--- config.mk ---
export PLATFORM = sky130hd
export DESIGN_NAME = sys_axi_rd_slave_flat
export DESIGN_NICKNAME = d
export VERILOG_FILES = /design/src/rtl/sys_axi_rd_slave_if.sv /design/src/rtl/sys_axi_rd_slave.sv /design/src/flat_wrapper.sv
export SDC_FILE = /design/constraint.sdc
export NUM_CORES = 1
export LEC_CHECK = 0
export BUFFER_PORTS_ARGS = -buffer_cell sky130_fd_sc_hd__buf_4
export CAP_MARGIN = 40
export CORE_UTILIZATION = 35
export CTS_BUF_LIST = sky130_fd_sc_hd__clkbuf_4 sky130_fd_sc_hd__clkbuf_8
export DETAILED_ROUTE_END_ITERATION = 7
export PLACE_DENSITY = 0.52
export SETUP_SLACK_MARGIN = 0.3
export SYNTH_ARGS = -nofsm -noshare
export SYNTH_HDL_FRONTEND = slang
export SYNTH_SLANG_ARGS = --single-unit
--- constraint.sdc ---
create_clock -name clk_i -period 5.95 [get_ports clk_i]
set_input_delay 0.595 -clock clk_i [delete_from_list [all_inputs] [get_ports clk_i]]
set_output_delay 0.595 -clock clk_i [all_outputs]
set_load 0.01 [all_outputs]
--- src/rtl/sys_axi_rd_slave_if.sv ---
// rtl/sys_axi_rd_slave_if.sv - AXI4 read-address channel interface
`ifndef AXI_ID_WIDTH
`define AXI_ID_WIDTH 4
`endif
`ifndef AXI_ADDR_WIDTH
`define AXI_ADDR_WIDTH 32
`endif

interface sys_axi_ar #(
  parameter int ID_WIDTH   = `AXI_ID_WIDTH,
  parameter int ADDR_WIDTH = `AXI_ADDR_WIDTH
);
  logic [ID_WIDTH-1:0]   arid;
  logic [ADDR_WIDTH-1:0] araddr;
  logic [7:0]            arlen;
  logic [2:0]            arsize;
  logic [1:0]            arburst;
  logic                  arlock;
  logic [3:0]            arcache;
  logic [2:0]            arprot;
  logic [3:0]            arqos;
  logic [3:0]            arregion;
  logic                  arvalid;
  logic                  arready;

  modport master (
    output arid, araddr, arlen, arsize, arburst, arlock, arcache,
           arprot, arqos, arregion, arvalid,
    input  arready
  );

  modport slave (
    input  arid, araddr, arlen, arsize, arburst, arlock, arcache,
           arprot, arqos, arregion, arvalid,
    output arready
  );
endinterface

--- src/rtl/sys_axi_rd_slave.sv ---
// rtl/sys_axi_rd_slave.sv - AXI4 read slave: one burst at a time, memory-backed R channel
`ifndef AXI_ID_WIDTH
`define AXI_ID_WIDTH 4
`endif
`ifndef AXI_ADDR_WIDTH
`define AXI_ADDR_WIDTH 32
`endif

module sys_axi_rd_slave #(
  parameter int ID_WIDTH   = `AXI_ID_WIDTH,
  parameter int ADDR_WIDTH = `AXI_ADDR_WIDTH,
  parameter int DATA_WIDTH = 64
) (
  input  logic                  clk_i,
  input  logic                  rst_i,
  sys_axi_ar.slave              axi_ar,
  output logic [ID_WIDTH-1:0]   rid,
  output logic [DATA_WIDTH-1:0] rdata,
  output logic [1:0]            rresp,
  output logic                  rlast,
  output logic                  rvalid,
  input  logic                  rready,
  output logic                  mem_req_o,
  output logic [ADDR_WIDTH-1:0] mem_addr_o,
  input  logic [DATA_WIDTH-1:0] mem_rdata_i
);
  localparam int BYTES = DATA_WIDTH / 8;
  localparam int BLOG  = $clog2(BYTES);
  localparam logic [1:0] AXI_FIXED = 2'b00;
  localparam logic [1:0] AXI_WRAP  = 2'b10;

  typedef enum logic {IDLE, BURST} state_t;
  state_t state_q, state_d;

  logic [ID_WIDTH-1:0]   id_q;
  logic [ADDR_WIDTH-1:0] addr_q;
  logic [7:0]            len_q;
  logic [2:0]            size_q;
  logic [1:0]            burst_q;
  logic                  err_q;
  logic [8:0]            issue_cnt_q;
  logic                  infl_q;
  logic                  infl_last_q;

  logic [DATA_WIDTH-1:0] buf_data_q [2];
  logic [1:0]            buf_resp_q [2];
  logic                  buf_last_q [2];
  logic                  wr_ptr_q, rd_ptr_q;
  logic [1:0]            count_q;

  logic                  ar_fire, accept_err, issue, push, pop, r_fire, burst_done;
  logic [DATA_WIDTH-1:0] infl_data;
  logic [1:0]            infl_resp;
  logic [ADDR_WIDTH-1:0] size_bytes, aligned, incr_addr, wrap_mask, next_addr;

  logic unused_ar;
  assign unused_ar = ^{axi_ar.arlock, axi_ar.arcache, axi_ar.arprot,
                       axi_ar.arqos, axi_ar.arregion};

  assign axi_ar.arready = (state_q == IDLE) && !rst_i;
  assign ar_fire        = axi_ar.arvalid && axi_ar.arready;

  assign accept_err = (axi_ar.arburst == 2'b11)
                   || (int'(axi_ar.arsize) > BLOG)
                   || ((axi_ar.arburst == AXI_WRAP)
                       && !(axi_ar.arlen inside {8'd1, 8'd3, 8'd7, 8'd15}));

  // Issue only while the word in flight plus buffered beats leave a free slot,
  // so returning memory data can always be captured.
  assign issue = (state_q == BURST)
              && (issue_cnt_q <= {1'b0, len_q})
              && ((count_q + {1'b0, infl_q}) < 2'd2);

  assign mem_req_o  = issue && !err_q;
  assign mem_addr_o = addr_q & ~ADDR_WIDTH'(BYTES - 1);

  assign infl_data = err_q ? '0 : mem_rdata_i;
  assign infl_resp = err_q ? 2'b10 : 2'b00;

  // Address of the following beat; unaligned start collapses onto the size grid.
  always_comb begin
    size_bytes = ADDR_WIDTH'(1) << size_q;
    aligned    = addr_q & ~(size_bytes - ADDR_WIDTH'(1));
    incr_addr  = aligned + size_bytes;
    wrap_mask  = ((ADDR_WIDTH'(len_q) + ADDR_WIDTH'(1)) << size_q) - ADDR_WIDTH'(1);
    case (burst_q)
      AXI_FIXED: next_addr = addr_q;
      AXI_WRAP:  next_addr = (addr_q & ~wrap_mask) | (incr_addr & wrap_mask);
      default:   next_addr = incr_addr;
    endcase
  end

  // The in-flight word bypasses the empty buffer so the first beat lands at T+2.
  always_comb begin
    rvalid = (count_q != 2'd0) || infl_q;
    rdata  = '0;
    rresp  = 2'b00;
    rlast  = 1'b0;
    if (count_q != 2'd0) begin
      rdata = buf_data_q[rd_ptr_q];
      rresp = buf_resp_q[rd_ptr_q];
      rlast = buf_last_q[rd_ptr_q];
    end else if (infl_q) begin
      rdata = infl_data;
      rresp = infl_resp;
      rlast = infl_last_q;
    end
  end

  assign rid        = id_q;
  assign r_fire     = rvalid && rready;
  assign burst_done = r_fire && rlast;
  assign pop        = r_fire && (count_q != 2'd0);
  assign push       = infl_q && !((count_q == 2'd0) && rready);

  always_comb begin
    state_d = state_q;
    case (state_q)
      IDLE:    if (ar_fire) state_d = BURST;
      BURST:   if (burst_done) state_d = IDLE;
      default: state_d = IDLE;
    endcase
  end

  always_ff @(posedge clk_i) begin
    if (rst_i) begin
      state_q     <= IDLE;
      id_q        <= '0;
      addr_q      <= '0;
      len_q       <= '0;
      size_q      <= '0;
      burst_q     <= '0;
      err_q       <= 1'b0;
      issue_cnt_q <= '0;
      infl_q      <= 1'b0;
      infl_last_q <= 1'b0;
      wr_ptr_q    <= 1'b0;
      rd_ptr_q    <= 1'b0;
      count_q     <= '0;
    end else begin
      state_q <= state_d;
      if (ar_fire) begin
        id_q        <= axi_ar.arid;
        addr_q      <= axi_ar.araddr;
        len_q       <= axi_ar.arlen;
        size_q      <= axi_ar.arsize;
        burst_q     <= axi_ar.arburst;
        err_q       <= accept_err;
        issue_cnt_q <= '0;
      end else if (issue) begin
        addr_q      <= next_addr;
        issue_cnt_q <= issue_cnt_q + 9'd1;
      end
      infl_q      <= issue;
      infl_last_q <= (issue_cnt_q == {1'b0, len_q});
      if (push) wr_ptr_q <= ~wr_ptr_q;
      if (pop)  rd_ptr_q <= ~rd_ptr_q;
      case ({push, pop})
        2'b10:   count_q <= count_q + 2'd1;
        2'b01:   count_q <= count_q - 2'd1;
        default: count_q <= count_q;
      endcase
    end
  end

  always_ff @(posedge clk_i) begin
    if (push) begin
      buf_data_q[wr_ptr_q] <= infl_data;
      buf_resp_q[wr_ptr_q] <= infl_resp;
      buf_last_q[wr_ptr_q] <= infl_last_q;
    end
  end
endmodule

--- src/flat_wrapper.sv ---
// flat-port wrapper written by rule: the top's interface ports become plain ports
module sys_axi_rd_slave_flat 
#(
  parameter int ID_WIDTH   = `AXI_ID_WIDTH,
  parameter int ADDR_WIDTH = `AXI_ADDR_WIDTH,
  parameter int DATA_WIDTH = 64
)
  (clk_i, rst_i, rid, rdata, rresp, rlast, rvalid, rready, mem_req_o, mem_addr_o, mem_rdata_i, axi_ar_arid, axi_ar_araddr, axi_ar_arlen, axi_ar_arsize, axi_ar_arburst, axi_ar_arlock, axi_ar_arcache, axi_ar_arprot, axi_ar_arqos, axi_ar_arregion, axi_ar_arvalid, axi_ar_arready);
  sys_axi_ar #(.ID_WIDTH(ID_WIDTH), .ADDR_WIDTH(ADDR_WIDTH)) axi_ar_i ();
  input  logic clk_i;
  input  logic rst_i;
  output logic [ID_WIDTH-1:0] rid;
  output logic [DATA_WIDTH-1:0] rdata;
  output logic [1:0] rresp;
  output logic rlast;
  output logic rvalid;
  input  logic rready;
  output logic mem_req_o;
  output logic [ADDR_WIDTH-1:0] mem_addr_o;
  input  logic [DATA_WIDTH-1:0] mem_rdata_i;
  input wire logic [$bits(axi_ar_i.arid)-1:0] axi_ar_arid;
  input wire logic [$bits(axi_ar_i.araddr)-1:0] axi_ar_araddr;
  input wire logic [$bits(axi_ar_i.arlen)-1:0] axi_ar_arlen;
  input wire logic [$bits(axi_ar_i.arsize)-1:0] axi_ar_arsize;
  input wire logic [$bits(axi_ar_i.arburst)-1:0] axi_ar_arburst;
  input wire logic [$bits(axi_ar_i.arlock)-1:0] axi_ar_arlock;
  input wire logic [$bits(axi_ar_i.arcache)-1:0] axi_ar_arcache;
  input wire logic [$bits(axi_ar_i.arprot)-1:0] axi_ar_arprot;
  input wire logic [$bits(axi_ar_i.arqos)-1:0] axi_ar_arqos;
  input wire logic [$bits(axi_ar_i.arregion)-1:0] axi_ar_arregion;
  input wire logic [$bits(axi_ar_i.arvalid)-1:0] axi_ar_arvalid;
  output wire logic [$bits(axi_ar_i.arready)-1:0] axi_ar_arready;
  assign axi_ar_i.arid = axi_ar_arid;
  assign axi_ar_i.araddr = axi_ar_araddr;
  assign axi_ar_i.arlen = axi_ar_arlen;
  assign axi_ar_i.arsize = axi_ar_arsize;
  assign axi_ar_i.arburst = axi_ar_arburst;
  assign axi_ar_i.arlock = axi_ar_arlock;
  assign axi_ar_i.arcache = axi_ar_arcache;
  assign axi_ar_i.arprot = axi_ar_arprot;
  assign axi_ar_i.arqos = axi_ar_arqos;
  assign axi_ar_i.arregion = axi_ar_arregion;
  assign axi_ar_i.arvalid = axi_ar_arvalid;
  assign axi_ar_arready = axi_ar_i.arready;
  sys_axi_rd_slave #(.ID_WIDTH(ID_WIDTH), .ADDR_WIDTH(ADDR_WIDTH), .DATA_WIDTH(DATA_WIDTH)) u_core (.clk_i(clk_i), .rst_i(rst_i), .axi_ar(axi_ar_i), .rid(rid), .rdata(rdata), .rresp(rresp), .rlast(rlast), .rvalid(rvalid), .rready(rready), .mem_req_o(mem_req_o), .mem_addr_o(mem_addr_o), .mem_rdata_i(mem_rdata_i));
endmodule
# [Word-level counts from Yosys, hierarchy flattened]
# Memory sizes are Yosys's and may differ from the RTL's. A register that Yosys moved wholly into a read port is not among the register bits.
# Cells that the tools add are included.
[word_totals] output_inout_bits=106 input_bits=133 ram_bits=134 wordCells=98 mem_count=3 regBits=66
[mem_list] name="u_core.buf_data_q" words=2 word_bits=64 rd=1 rd_clocked_by_memory_dff=1 write_ports=1 line_no="sys_axi_rd_slave.sv:45" text="logic [DATA_WIDTH-1:0] buf_data_q [2];"
[mem_list] name="u_core.buf_resp_q" words=2 word_bits=2 rd=1 rd_clocked_by_memory_dff=1 write_ports=1 line_no="sys_axi_rd_slave.sv:46" text="logic [1:0] buf_resp_q [2];"
[mem_list] name="u_core.buf_last_q" words=2 word_bits=1 rd=1 rd_clocked_by_memory_dff=1 write_ports=1 line_no="sys_axi_rd_slave.sv:47" text="logic buf_last_q [2];"
[classes] addsub=8 reduce_logical=26 bitwise_logic=9 n_lt_le_gt_ge=3 n_eq_ne=11 n_mux=23 n_shift=2
[ops] operator="64-bit 2-to-1 mux" n=3
[ops] operator="32-bit AND" n=3
[ops] operator="32-bit 2-to-1 mux" n=2
[ops] operator="32-bit NOT" n=2
[ops] operator="32-bit case mux with 2 select lines" n=1
[ops] operator="32-bit by 1-bit subtractor with 32-bit output, second input constant" n=2
[ops] operator="32-bit adder" n=1
[ops] operator="32-bit bitwise OR" n=1
[ops] operator="1-bit by 3-bit left shift with 32-bit output, first input constant" n=1
[ops] operator="32-bit by 3-bit left shift with 32-bit output" n=1
[ops] operator="1-bit 2-to-1 mux" n=12
[ops] operator="1-bit logical AND" n=11
[ops] operator="8-bit by 1-bit adder with 9-bit output, second input constant" n=1
[ops] operator="9-bit by 1-bit adder with 9-bit output, second input constant" n=1
[ops] operator="9-bit by 8-bit equality test with 1-bit output" n=1
[ops] operator="9-bit by 8-bit less-or-equal comparator with 1-bit output" n=1
[ops] operator="2-bit equality test, second input constant" n=4
[ops] operator="8-bit by 1-bit equality test with 1-bit output, second input constant" n=1
[ops] operator="8-bit by 2-bit equality test with 1-bit output, second input constant" n=1
[ops] operator="8-bit by 3-bit equality test with 1-bit output, second input constant" n=1
[ops] operator="8-bit by 4-bit equality test with 1-bit output, second input constant" n=1
[ops] operator="2-bit 2-to-1 mux" n=3
[ops] operator="2-bit nonzero test" n=3
[ops] operator="1-bit logical NOT" n=4
[ops] operator="other kinds (15)" n=20

# [Longest topological paths before layout]
[logic_depth] ltp_word=10 mapped_depth=17

# [Worst setup path before layout]
# Ideal clock, no wire load.
[synth_timing] path_type="flip-flop to flip-flop" startpoint="register u_core.count_q[0]" endpoint="memory u_core.buf_data_q[0][0] (enable)" required_ns=5.460 n_path_buf=1 t_arrival_ns=3.663 path_stages_with_launch=6 slack_ns=1.797 period_less_slack_ns=4.153 setup_time_ns=0.490 cell_sequence="dfxtp_1 > nor2_1 > clkbuf_1 > nand2_1 > nand2_1 > nor2_1"
[synth_via] elab_chain_len=6
[synth_rtl] element="start, declared" line_no="sys_axi_rd_slave.sv:49" text="logic [1:0] count_q;"
[synth_rtl] element="start signal, assigned" line_no="sys_axi_rd_slave.sv:159" text="2'b10: count_q <= count_q + 2'd1;"
[synth_rtl] element="start signal, assigned" line_no="sys_axi_rd_slave.sv:160" text="2'b01: count_q <= count_q - 2'd1;"
[synth_rtl] element="start signal, assigned" line_no="sys_axi_rd_slave.sv:161" text="default: count_q <= count_q;"
[synth_rtl] element="2-bit logical NOT" line_no="sys_axi_rd_slave.sv:114" text="assign push = infl_q && !((count_q == 2'd0) && rready);"
[synth_rtl] element="1-bit logical AND" line_no="sys_axi_rd_slave.sv:114"
[synth_rtl] element="1-bit logical NOT" line_no="sys_axi_rd_slave.sv:114"
[synth_rtl] element="1-bit logical AND" line_no="sys_axi_rd_slave.sv:114"
[synth_rtl] element="1-bit 2-to-1 mux" line_no="sys_axi_rd_slave.sv:167" text="if (push) begin"
[synth_rtl] element="1-bit 2-to-1 mux (not written as such)" line_no="sys_axi_rd_slave.sv:168" text="buf_data_q[wr_ptr_q] <= infl_data;"
[synth_rtl] element="end, declared" line_no="sys_axi_rd_slave.sv:45"
# No other way between the ends.

==> flow_metrics.tcl <==
set metrics [dict create \
    grt_max_degree 79 \
    gp_congestion 0.844 \
    comb_power_share 0.273 \
    cts_inserted_buffers 17 \
    cellLeakagePower_nw 4.95 \
    cts_buffer_depth 2 \
    start_kind "register" \
    status "finished, final reports clean" \
    setup_viol 0 \
    final_max_slew_viol_count 0 \
    synthSimpleGateAreaFrac 0.207 \
    avgSynthCellArea_um2 9.67 \
    post_cts_buffers 0 \
    place.port_buffers 218 \
    dpl_cell_area_um2 13200 \
    synth_cells 1176 \
    grt_pass1_wl_um 50000 \
    cts_root_buf "clkbuf_8" \
    coreArea_um2 31800 \
    worstSetupEndpointType "register" \
    fin_util 0.428 \
    antenna_found_initial 0 \
    place_hpwl_um 21500 \
    worst_pin_slew_ns 0.875 \
    num-nets-final 1470 \
    die_area_um2 33200 \
    clock_sinks 199 \
    hp-class "in -> reg" \
    grt_usage 0.191 \
    fin_crit_ns 4.29 \
    vias_per_cell 5.28 \
    max-vdd-ir-drop_uv 138 \
    synth-seq-cells 199 \
    critical_path_class "reg -> reg" \
    drive_above_1_share 0.225 \
    vias 9335 \
    pre_cts_slack_ns 1.71 \
    p_clk_frac 0.267 \
    rsz0062_at_grt "false" \
    yosysSeqAreaShare 0.467 \
    hold_path_depth 3 \
    cp.arrival_ns 4.64 \
    seqPwrFrac 0.460 \
    hold_end "u_core.size_q[1]" \
    clk_pin_slew_worst_paths_ns 0.13 \
    grt_pass1_vias 9043 \
    synth-edff-count 132 \
    worstPathMaxFanout 14 \
    drt-total-wl_um 31900 \
    relSlewSlack 0.409 \
    syn_to_final_growth_pct 19.8 \
    netSwitchingFraction 0.343 \
    die-height_um 182 \
    finalWorstSetupSlack_ns 1.66 \
    fp-row-count 65 \
    cp.required_ns 6.30 \
    cts.repair.resized 0 \
    initial_core_util 0.358 \
    synth_compound_area_frac 0.151 \
    hold_start "axi_ar_arsize[1]" \
    h-tree-depth 4 \
    max_freq_ghz 0.233 \
    ys_async_sr_fraction 0 \
    setup_tns_ns 0 \
    syn_area_um2 11400 \
    reg2reg_slack_ns 1.66 \
    reg2regPathDepth 14 \
    synthFlopType "edfxtp_1" \
    report.final.hold_viol_count 0 \
    cap_violations 0 \
    cts_tree "yes" \
    clk-insertion-delay-late_ns 0.49 \
    yosysWarnings 0 \
    grt-ovfl-total 0 \
    route.detailed.drc 0 \
    ioPinCount 239 \
    timing.rr.start "u_core.len_q[0]" \
    period_share 0.721 \
    drt_pre_antenna_iters 5 \
    synth_top_family_by_area "simple AND/OR/NAND/NOR gates" \
    final_cell_area_um2 13600 \
    synthXorXnorAreaFrac 0.0248 \
    power.internal_mw 2.29 \
    wl_per_cell_um 18.0 \
    clock_skew_ns 0.0214 \
    final_antenna_net_count 0 \
    antenna_cells 0 \
    cts_hold_buf 0 \
    power_switching_mw 1.19 \
    die_w_um 182 \
    drtIter0Drc 654 \
    power_density_nw_per_um2 255 \
    synthAdderAreaFrac 0.0187 \
    synthMuxAreaShare 0.0709 \
    synth_cell_type_count 78 \
]
## logic make-up after synthesis
family,Yosys count
multiplexers,80
AND/OR/NAND/NOR,450
other,1
AO/OA/AOI/OAI,262
XOR/XNOR,30
flip-flops,199
buffers and inverters,137
adder cells (fa/ha/maj),17
## per-layer routing
layer | vias up | GRT usage | wire [um]
met3 | 30 | 0.0275 | 1490
met1 | 4477 | 0.251 | 14400
met2 | 228 | 0.328 | 15500
met4 | 0 | 0.0497 | 500
li1 | 4600 | - | -
met5 | - | 0 | 0
## layout by cell type (no fill, tap or decap), types with 5 or more instances in the layout
master,Yosys,routed
nor2b_1,73,73
nor2_1,72,70
o31ai_1,17,17
dfxtp_1,67,64
o21ai_0,106,106
nand2_1,91,91
clkbuf_8,0,17
a211o_1,7,7
inv_1,19,19
or3_1,8,8
a211oi_1,12,12
o211ai_1,10,10
nand4_1,9,9
or4_1,14,14
o21a_1,5,5
buf_4,40,233
edfxtp_1,132,132
a311oi_1,10,10
xnor2_1,16,16
a21oi_1,28,28
a31oi_1,9,9
and3_1,22,21
nor3_1,17,17
mux2i_1,76,76
nand2b_1,9,9
xor2_1,13,13
o31a_1,8,8
ha_1,17,17
nand3_1,90,90
nor4_1,10,10
a21o_1,6,6
and2_1,10,9
## power groups by stage
stage	combinational (mW)	sequential [mW]	clock, mW
floorplan	0.588	1.61	0
global placement	0.900	1.66	0
detailed placement	0.959	1.63	0
CTS	0.962	1.60	0.966
global route	1.04	1.61	1.01
finish	0.950	1.60	0.929
## how the worst max path moves through the flow
stage / start / end / depth (start not counted)
6_report: u_core.len_q[0] / register / 14
5_1_grt: u_core.size_q[2] / register / 12
4_1_cts: u_core.len_q[0] / register / 14
3_5_place_dp: u_core.len_q[0] / register / 14
3_3_place_gp: u_core.len_q[0] / register / 14
2_1_floorplan: u_core.count_q[0] / u_core.buf_data_q[0][0] / 5
## Yosys cell counts (10+ instances only)
library cell | n | area (um^2)
o31ai_1 | 17 | 128
nand2_1 | 91 | 342
and3_1 | 22 | 138
ha_1 | 17 | 213
and2_1 | 10 | 62.6
dfxtp_1 | 67 | 1340
nor3_1 | 17 | 85.1
o21ai_0 | 106 | 531
mux2i_1 | 76 | 761
a211oi_1 | 12 | 90.1
nand3_1 | 90 | 450
o211ai_1 | 10 | 75.1
inv_1 | 19 | 71.3
xnor2_1 | 16 | 140
buf_4 | 40 | 300
nor2_1 | 72 | 270
nor4_1 | 10 | 62.6
a21oi_1 | 28 | 140
clkbuf_1 | 51 | 191
xor2_1 | 13 | 114
nor2b_1 | 73 | 457
edfxtp_1 | 132 | 3960
a311oi_1 | 10 | 87.6
buf_1 | 14 | 52.6
or4_1 | 14 | 105
## critical path, cell delays in order (launching register included)
cell	delay (ns)
dfxtp_1	0.67
ha_1	0.43
nand3_1	0.23
xnor2_4	0.33
a21oi_1	0.14
a211o_1	0.31
or4_1	0.54
or3_1	0.48
nor3_1	0.21
ha_1	0.15
nand2_1	0.05
nor3b_1	0.14
a21o_1	0.17
a221oi_1	0.25
nor3_1	0.07
## per-stage QoR
step                power, mW  hold WS [ns]  instances
floorplan                2.19         0.426       1179
global placement         2.56         0.438       1731
global route             3.66         0.281       1768
CTS                      3.53         0.272       1768
finish                   3.48         0.301       1768
detailed placement       2.59         0.446       1736
## final cells by class
class,instances,area (um^2)
Timing Repair Buffer,238,1860
Fill cell,3149,18200
Tap cell,435,544
Sequential cell,199,5310
Clock inverter,15,188
Clock buffer,17,234
Inverter,21,78.8
Multi-Input combinational cell,843,5400
(Power assumes the default switching activity.)
